**src/rtl/uart_mem_bridge_pkg.sv**
```systemverilog
// Shared types and byte codes for the UART-to-RAM command bridge.
package uart_mem_bridge_pkg;

  typedef enum logic [3:0] {
    ST_IDLE,
    ST_GET_ADDR,
    ST_GET_BE,
    ST_GET_DATA,
    ST_WRITE,
    ST_READ_REQ,
    ST_READ_WAIT,
    ST_SEND_RESP,
    ST_SEND_ACK,
    ST_SEND_NAK
  } state_e;

  localparam logic [7:0] CMD_WR  = 8'h57;  // 'W'
  localparam logic [7:0] CMD_RD  = 8'h52;  // 'R'
  localparam logic [7:0] RSP_ACK = 8'h4B;  // 'K'
  localparam logic [7:0] RSP_NAK = 8'h15;

  // Number of whole bytes needed to carry a field of the given bit width.
  function automatic int bytes_for_bits(input int bits);
    return (bits + 7) / 8;
  endfunction

endpackage

```
**src/rtl/bridge_timeout_cnt.sv**
```systemverilog
// Inter-byte idle watchdog: reloads on clear, counts down while enabled and
// flags expiry on the idle cycle that would bring it to zero.
module bridge_timeout_cnt #(
  parameter int LIMIT = 1000
) (
  input  logic clk,
  input  logic rst_ni,
  input  logic clr_i,
  input  logic en_i,
  output logic expire_o
);

  localparam int W = (LIMIT < 2) ? 1 : $clog2(LIMIT + 1);

  logic [W-1:0] remain_q;

  // Remaining idle cycles before the current command is abandoned.
  always_ff @(posedge clk or negedge rst_ni) begin
    // NOTE: sequential state uses non-blocking assignments so every register
    // in the design samples pre-edge values regardless of block ordering.
    if (!rst_ni) begin
      remain_q <= '0;
    end else if (clr_i) begin
      remain_q <= W'(LIMIT);
    end else if (en_i && (remain_q != '0)) begin
      remain_q <= remain_q - W'(1);
    end
  end

  // A limit of zero disables the watchdog entirely.
  assign expire_o = (LIMIT != 0) && en_i && !clr_i && (remain_q == W'(1));

endmodule

```
**src/rtl/uart_mem_bridge.sv**
```systemverilog
// Parses 'W'/'R' commands from a UART byte stream, issues single-cycle
// accesses on a RAM port and returns ACK/NAK or read data on the TX stream.
module uart_mem_bridge
  import uart_mem_bridge_pkg::*;
#(
  parameter int ADDR_WIDTH     = 8,
  parameter int TIMEOUT_CYCLES = 1000
) (
  input  logic                  clk,
  input  logic                  rst_ni,
  input  logic                  rx_valid_i,
  input  logic [7:0]            rx_data_i,
  output logic                  rx_ready_o,
  output logic                  tx_valid_o,
  output logic [7:0]            tx_data_o,
  input  logic                  tx_ready_i,
  output logic [ADDR_WIDTH-1:0] mem_addr_o,
  output logic [31:0]           mem_wdata_o,
  output logic                  mem_we_o,
  output logic [3:0]            mem_be_o,
  input  logic [31:0]           mem_rdata_i,
  output logic                  busy_o,
  output logic                  err_o
);

  localparam int ADDR_BYTES = bytes_for_bits(ADDR_WIDTH);
  localparam int AB_BITS    = ADDR_BYTES * 8;

  state_e             state_q;
  logic [2:0]         cnt_q;
  logic               is_wr_q;
  logic [AB_BITS-1:0] addr_q;
  logic [3:0]         be_q;
  logic [31:0]        data_q;
  logic [23:0]        resp_q;   // upper three read bytes still to be sent
  logic               rx_ready_q;
  logic               tx_valid_q;
  logic [7:0]         tx_data_q;
  logic               we_q;
  logic [3:0]         mem_be_q;
  logic               err_q;

  logic rx_fire;
  logic tx_fire;
  logic collecting;
  logic tmo_expire;

  assign rx_fire    = rx_valid_i & rx_ready_q;
  assign tx_fire    = tx_valid_q & tx_ready_i;
  assign collecting = state_q inside {ST_GET_ADDR, ST_GET_BE, ST_GET_DATA};

  // Watchdog only runs while a command is partially received.
  bridge_timeout_cnt #(
    .LIMIT (TIMEOUT_CYCLES)
  ) u_timeout (
    .clk      (clk),
    .rst_ni   (rst_ni),
    .clr_i    (rx_fire | ~collecting),
    .en_i     (collecting & ~rx_fire),
    .expire_o (tmo_expire)
  );

  // Command FSM with all handshake and RAM strobes registered.
  always_ff @(posedge clk or negedge rst_ni) begin
    if (!rst_ni) begin
      state_q    <= ST_IDLE;
      cnt_q      <= '0;
      is_wr_q    <= 1'b0;
      addr_q     <= '0;
      be_q       <= '0;
      data_q     <= '0;
      resp_q     <= '0;
      rx_ready_q <= 1'b0;
      tx_valid_q <= 1'b0;
      tx_data_q  <= '0;
      we_q       <= 1'b0;
      mem_be_q   <= '0;
      err_q      <= 1'b0;
    end else begin
      we_q     <= 1'b0;
      mem_be_q <= '0;
      err_q    <= 1'b0;
      case (state_q)
        ST_IDLE: begin
          rx_ready_q <= 1'b1;
          if (rx_fire) begin
            cnt_q <= '0;
            if ((rx_data_i == CMD_WR) || (rx_data_i == CMD_RD)) begin
              is_wr_q <= (rx_data_i == CMD_WR);
              state_q <= ST_GET_ADDR;
            end else begin
              err_q      <= 1'b1;
              tx_valid_q <= 1'b1;
              tx_data_q  <= RSP_NAK;
              rx_ready_q <= 1'b0;
              state_q    <= ST_SEND_NAK;
            end
          end
        end
        ST_GET_ADDR: begin
          if (tmo_expire) begin
            err_q   <= 1'b1;
            state_q <= ST_IDLE;
          end else if (rx_fire) begin
            // Shift in from the top so the first (least significant) byte
            // lands at the bottom once all address bytes have arrived.
            addr_q <= (addr_q >> 8) | (AB_BITS'(rx_data_i) << (AB_BITS - 8));
            if (cnt_q == 3'(ADDR_BYTES - 1)) begin
              cnt_q <= '0;
              if (is_wr_q) begin
                state_q <= ST_GET_BE;
              end else begin
                rx_ready_q <= 1'b0;
                state_q    <= ST_READ_REQ;
              end
            end else begin
              cnt_q <= cnt_q + 3'd1;
            end
          end
        end
        ST_GET_BE: begin
          if (tmo_expire) begin
            err_q   <= 1'b1;
            state_q <= ST_IDLE;
          end else if (rx_fire) begin
            be_q    <= rx_data_i[3:0];
            state_q <= ST_GET_DATA;
          end
        end
        ST_GET_DATA: begin
          if (tmo_expire) begin
            err_q   <= 1'b1;
            cnt_q   <= '0;
            state_q <= ST_IDLE;
          end else if (rx_fire) begin
            data_q <= {rx_data_i, data_q[31:8]};
            if (cnt_q == 3'd3) begin
              cnt_q      <= '0;
              we_q       <= 1'b1;
              mem_be_q   <= be_q;
              rx_ready_q <= 1'b0;
              state_q    <= ST_WRITE;
            end else begin
              cnt_q <= cnt_q + 3'd1;
            end
          end
        end
        ST_WRITE: begin
          tx_valid_q <= 1'b1;
          tx_data_q  <= RSP_ACK;
          state_q    <= ST_SEND_ACK;
        end
        ST_READ_REQ: begin
          state_q <= ST_READ_WAIT;
        end
        ST_READ_WAIT: begin
          resp_q     <= mem_rdata_i[31:8];
          tx_data_q  <= mem_rdata_i[7:0];
          tx_valid_q <= 1'b1;
          cnt_q      <= '0;
          state_q    <= ST_SEND_RESP;
        end
        ST_SEND_RESP: begin
          if (tx_fire) begin
            if (cnt_q == 3'd3) begin
              tx_valid_q <= 1'b0;
              rx_ready_q <= 1'b1;
              cnt_q      <= '0;
              state_q    <= ST_IDLE;
            end else begin
              tx_data_q <= resp_q[7:0];
              resp_q    <= resp_q >> 8;
              cnt_q     <= cnt_q + 3'd1;
            end
          end
        end
        ST_SEND_ACK, ST_SEND_NAK: begin
          if (tx_fire) begin
            tx_valid_q <= 1'b0;
            rx_ready_q <= 1'b1;
            state_q    <= ST_IDLE;
          end
        end
        default: begin
          rx_ready_q <= 1'b0;
          tx_valid_q <= 1'b0;
          state_q    <= ST_IDLE;
        end
      endcase
    end
  end

  assign rx_ready_o  = rx_ready_q;
  assign tx_valid_o  = tx_valid_q;
  assign tx_data_o   = tx_data_q;
  assign mem_addr_o  = addr_q[ADDR_WIDTH-1:0];
  assign mem_wdata_o = data_q;
  assign mem_we_o    = we_q;
  assign mem_be_o    = mem_be_q;
  assign busy_o      = (state_q != ST_IDLE);
  assign err_o       = err_q;

endmodule

```
**config.mk**
```make
export PLATFORM = sky130hd
export DESIGN_NAME = uart_mem_bridge
export DESIGN_NICKNAME = d
export VERILOG_FILES = /design/src/rtl/uart_mem_bridge_pkg.sv /design/src/rtl/bridge_timeout_cnt.sv /design/src/rtl/uart_mem_bridge.sv
export SDC_FILE = /design/constraint.sdc
export NUM_CORES = 1
export LEC_CHECK = 0
export ABC_AREA = 1
export BUFFER_PORTS_ARGS = -buffer_cell sky130_fd_sc_hd__buf_2
export CORE_MARGIN = 2
export CORE_UTILIZATION = 55
export DETAILED_ROUTE_END_ITERATION = 10
export PLACE_DENSITY = 0.83
export RECOVER_POWER = 25
export SLEW_MARGIN = 40
export SYNTH_ARGS = -nofsm -noshare
export SYNTH_HDL_FRONTEND = slang
export SYNTH_SLANG_ARGS = --single-unit
```
**constraint.sdc**
```tcl
create_clock -name clk -period 1.9 [get_ports clk]
set_clock_uncertainty 0.15 [all_clocks]
set_input_delay 0.285 -clock clk [delete_from_list [all_inputs] [get_ports clk]]
set_output_delay 0.285 -clock clk [all_outputs]
set_load 0.02 [all_outputs]
```
# Word-level counts from Yosys, hierarchy flattened
# Cells that the tools add are included.
[op_classes]
n_addsub = 2
reduce_logical = 29
eq_ne = 31
bitwise = 9
mux = 64
[ops]
columns = ["op", "count"]
rows = [
  ["4-bit two-way mux", 17],
  ["24-bit two-way mux", 2],
  ["24-bit one-hot mux with 2 select lines", 1],
  ["4-bit one-hot mux with 9 select lines", 1],
  ["8-bit two-way mux", 4],
  ["8-bit one-hot mux with 4 select lines", 1],
  ["3-bit two-way mux", 9],
  ["1-bit two-way mux", 23],
  ["2-bit inequality test, second input constant", 11],
  ["10-bit two-way mux", 2],
  ["4-bit by 3-bit equality test with 1-bit output, second input constant", 4],
  ["8-bit by 7-bit equality test with 1-bit output, second input constant", 2],
  ["3-bit one-hot mux with 5 select lines", 1],
  ["3-bit AND reduction", 5],
  ["6-bit AND reduction", 2],
  ["11-bit AND reduction", 1],
  ["10-bit by 1-bit equality test with 1-bit output, second input constant", 1],
  ["10-bit nonzero test", 1],
  ["10-bit by 1-bit subtractor with 10-bit output, second input constant", 1],
  ["3-bit inequality test, second input constant", 3],
  ["9-bit AND reduction", 1],
  ["4-bit by 2-bit equality test with 1-bit output, second input constant", 2],
  ["4-bit equality test, second input constant", 2],
  ["4-bit nonzero test", 2],
  ["23 further kinds", 36],
]
[word_totals]
input_bits = 44
out_inout_bits = 57
ff_bits = 102
wordCells = 149

# Depth between registers and ports, before layout
[depth]
depth_word = 9
depth_mapped = 11
ltp_nobuf = 10

# Hierarchy
# A second synthesis with hierarchy kept.
[unflattened]
hier_cells = 610
hier_area_um2 = 4942.2
[modules_own_cells]
columns = ["mod", "cells_each", "area_each_um2", "n_inst", "seq_area_each_um2"]
rows = [
  ["uart_mem_bridge", 510, 4245.3, 1, 2302.2],
  ["bridge_timeout_cnt", 100, 696.9, 1, 250.2],
]

# Worst setup path before layout
# OpenSTA, ideal clock, no wires.
[synth_path]
kind = "reg2reg"
start = "register state_q[0]"
end = "register tx_data_q[4] (netlist: tx_data_o[4])"
slack_ns = 0.203
arrival_ns = 1.473
path_stages_with_launch = 9
path_buffers = 1
required_time_ns = 1.676
path_cell_list = "dfrtp_1 nor2_1 nand2_1 inv_1 nand2_1 nand2_2 buf_6 nand2_1 o21ai_2"
[synth_via]
elab_chain_cells = 3
elab_cells_between_ends = 11
[synth_rtl]
columns = ["item", "line_no", "source"]
rows = [
  ["start, declared", "uart_mem_bridge.sv:29", "state_e state_q;"],
  ["start signal, assigned", "uart_mem_bridge.sv:66", "state_q <= ST_IDLE;"],
  ["start signal, assigned", "uart_mem_bridge.sv:90", "state_q <= ST_GET_ADDR;"],
  ["start signal, assigned", "uart_mem_bridge.sv:96", "state_q <= ST_SEND_NAK;"],
  ["4-bit by 3-bit equality test with 1-bit output or 4-bit logical NOT (tied branches)", "uart_mem_bridge.sv:83", "case (state_q)"],
  ["4-bit nonzero test (no source line) or 2-bit inequality test (tied branches)", "--", ""],
  ["5-bit AND reduction (no source line)", "--", ""],
  ["end signal, assigned", "uart_mem_bridge.sv:158", "tx_data_q <= mem_rdata_i[7:0];"],
  ["end signal, assigned", "uart_mem_bridge.sv:171", "tx_data_q <= resp_q[7:0];"],
  ["end, declared", "uart_mem_bridge.sv:38", "logic [7:0] tx_data_q;"],
]
# Parallel ways exist; a longest one is shown, timed or not.
# A chain may end at the register's enable or synchronous reset.

# Worst setup path in the final report
[layout_path]
start = "register state_q[3]"
end = "output port busy_o"
[layout_via]
elab_chain_cells = 1
[layout_rtl]
columns = ["item", "line_no", "source"]
rows = [
  ["4-bit nonzero test", "uart_mem_bridge.sv:200", "assign busy_o = (state_q != ST_IDLE);"],
  ["end, declared", "uart_mem_bridge.sv:22", "output logic busy_o,"],
]
# Every way passes these cells.

==> metrics.csv <==
stage;metric;value;unit
run_status;run status;finished, violations left;
run_status;failing checks;hold timing;
yosys;Seq/Total Area, Yosys;52.3;%
worst_setup_path;Critical Path AT;1.44;ns
clocking;clock tree sinks;102;
grt;GRT overflow;0;
sta;Max Fclk;0.532;GHz
placement;Port-buffer cells;100;
floorplanning;die height;98.2;um
yosys;Main synth FF type;dfrtp_1;
sta;worst-margin pin slew;0.832;ns
placement;placed cell count;781;
floorplanning;Cell Rows;34;
floorplanning;die footprint;9650;um^2
detailed_routing;via/cell ratio;5.27;
yosys;synth warn;0;
detailed_routing;DRT iter0 DRCs;282;
cells_and_area;Non-Filler Instances;817;
clocking;CTS tree;yes;
grt;pin count of the biggest net entering global routing;57;
power_and_ir_drop;Tot Pwr;8010;uW
cells_and_area;Final Util;69.4;%
worst_setup_path;Worst Path Max Fanout;5;
placement;GPL Wtd Cong;0.955;
sta;worst hold slack;-0.00283;ns
sta;RSZ-0062 raised after global routing;true;
clocking;H-tree levels;3;
clocking;Clock Latency Late Sink;0.39;ns
grt;vias in the first global route;4051;
worst_setup_path;kind of critical path;reg -> out;
sta;Max Slew Vio Count;0;
floorplanning;# IOs;101;
floorplanning;Core Area;8680;um^2
yosys;most common cell in the synthesized netlist;nand2_1;
placement;DP Wirelength;7850;um
floorplanning;die width;98.2;um
sta;Setup violations, final;0;
grt;initial antenna violation count;1;
clocking;CTS clock-pin slew for the worst setup and hold paths;0.12;ns
power_and_ir_drop;VDD IR max;0.00107;V
yosys;Yosys cell types;33;
detailed_routing;DRT antenna net count;0;
yosys;ys async rst share;100;%
yosys;top cells by area, synth;dfrtp_1 (52%), nand2_1 (11%), o21ai_0 (5.9%), inv_1 (5.7%), nor2_1 (3.1%);
sta;setup TNS;0;ns
grt;first-pass GRT wire length;18200;um
worst_setup_path;Worst setup EP type;primary output;
yosys;Syn Inst Count;574;
yosys;Yosys top cell area share;52.3;%
clocking;Num CTS Buffers;9;
yosys;Cell Area, Synth;4880;um^2
job;max cap viols;0;
yosys;Syn Area/Cell;8.51;um^2
clocking;clock root cell;clkbuf_8;
grt;GRT Total Usage;23.1;%
worst_setup_path;CP startpoint kind;flip-flop;
sta;fin crit period;1.88;ns
yosys;top post-synthesis cells by count;nand2_1 (147), dfrtp_1 (102), inv_1 (74), o21ai_0 (58), nor2_1 (40);
cells_and_area;Fillers;671;
yosys;syn_nets;625;
cells_and_area;Final #Nets;754;
sta;Worst slew margin;44.5;%
floorplanning;starting density of the core;56.3;%
yosys;Post-synth EDFFs;0;
power_and_ir_drop;PD cells;1330;nW/um^2
clocking;CTS max path bufs;2;
detailed_routing;# DRC;0;
power_and_ir_drop;LEAKAGE;0.00327;uW
detailed_routing;routed wire length;11600;um
sta;final period utilization;98.9;%
yosys;Synth area leader;dfrtp_1;
detailed_routing;Initial DRT Pass Iterations;7;
worst_hold_path;min-delay worst type;in -> reg;
cells_and_area;P&R area growth vs syn;23.4;%
yosys;number of synthesized register bits;102;
cells_and_area;layout cells sized above 1;27.0;%
detailed_routing;Via Count;4307;
detailed_routing;Routed wire per std cell;14.2;um
sta;final hold violation count;1;
worst_setup_path;CP required;1.46;ns
==> logic make-up (layout without fill, tap and decap cells) <==
group | after synthesis | in the layout | share of synthesized area, %
adder cells (fa/ha/maj) | 7 | 7 | 1.79
AO/OA/AOI/OAI | 111 | 111 | 12.9
AND/OR/NAND/NOR | 246 | 246 | 22.3
flip-flops | 102 | 102 | 52.3
other | 0 | 1 | 0
buffers and inverters | 98 | 232 | 8.58
multiplexers | 8 | 8 | 1.84
XOR/XNOR | 2 | 2 | 0.359
==> placed cells by master (no fill, tap or decap), drive strengths merged, types with 3 or more instances in the layout <==
cell	count
o21ai	75
clkbuf	13
nor2	48
nand3	25
o211ai	12
nand4	10
nor3	3
buf	122
inv	85
a21oi	18
mux2	8
clkinv	3
nand2	155
ha	7
dfrtp	102
a31oi	5
dlygate4sd3	9
nand3b	3
==> what timing repair did <==
action                                 4_1_cts  5_1_grt
gates resized for setup                      1       10
pin swaps                                    0        3
gates cloned                                 0        4
buffers inserted                             0        6
setup endpoints to repair                    1       18
hold buffers                                 9        0
endpoints found under the hold margin       39        0
==> worst max-delay path, cell delays in order (launching register included) <==
cell and delay [ns]:
dfrtp_2 0.47, nor2_4 0.20, nand2_1 0.10, buf_4 0.15
buf_2 0.15
==> per-layer routing <==
metal / share of wire (%) / track usage, %
met4: 2.4 / 8.64
met2: 49 / 37.2
met3: 5.4 / 4.51
met1: 44 / 31.3
met5: 0 / 0
==> cell type report <==
cell class / count / area [um^2] / share of cell area, %
clock inverter: 7 / 62.6 / 1.04
antenna: 1 / 2.50 / 0.0415
sequential: 102 / 2560 / 42.4
timing repair buffer: 135 / 896 / 14.9
multi-input combinational: 374 / 1950 / 32.3
inverter: 81 / 304 / 5.04
tap: 108 / 135 / 2.24
clock buffer: 9 / 124 / 2.06
==> flip-flops by register name, summed over array words and instances (netlist names) <==
register and cells:
be_q 4, tx_valid_o 1, cnt_q 3, mem_we_o 1, mem_wdata_o 32, mem_be_o 4, resp_q 24, is_wr_q 1
mem_addr_o 8, err_o 1, tx_data_o 8, u_timeout.remain_q 10, rx_ready_o 1, state_q 4
==> through the flow <==
| stage | hold WS (ns) | area (um^2) | worst slack, ns |
|---|---|---|---|
| after global placement | 0.102 | 5580 | 0.160 |
| final | -0.00283 | 6030 | 0.0209 |
| after detailed placement | 0.103 | 5580 | 0.115 |
| after global routing | 0.0187 | 6030 | -0.0810 |
| after CTS | 0.00152 | 5860 | 0.000196 |
| after floorplan | -0.161 | 4880 | 0.203 |
==> final timing paths <==
path	slack, ns	cells after the start	to	start
min in group asynchronous	0.37	2	mem_wdata_o[4]	rst_ni
max in group asynchronous	0.33	3	state_q[3]	rst_ni
max reg2reg	0.04	9	resp_q[9]	cnt_q[0]
min	-0.003	3	resp_q[2]	mem_rdata_i[10]
min reg2reg	0.33	2	tx_data_o[3]	tx_data_o[3]
max	0.02	4	busy_o	state_q[3]
==> report_power, final <==
part | leakage (uW) | internal, uW | switching, uW
combinational | 0.00195 | 1200 | 2230
clock | 0.0000980 | 507 | 827
sequential | 0.00122 | 2810 | 429
total | 0.00327 | 4520 | 3480
(Power assumes the default switching activity.)
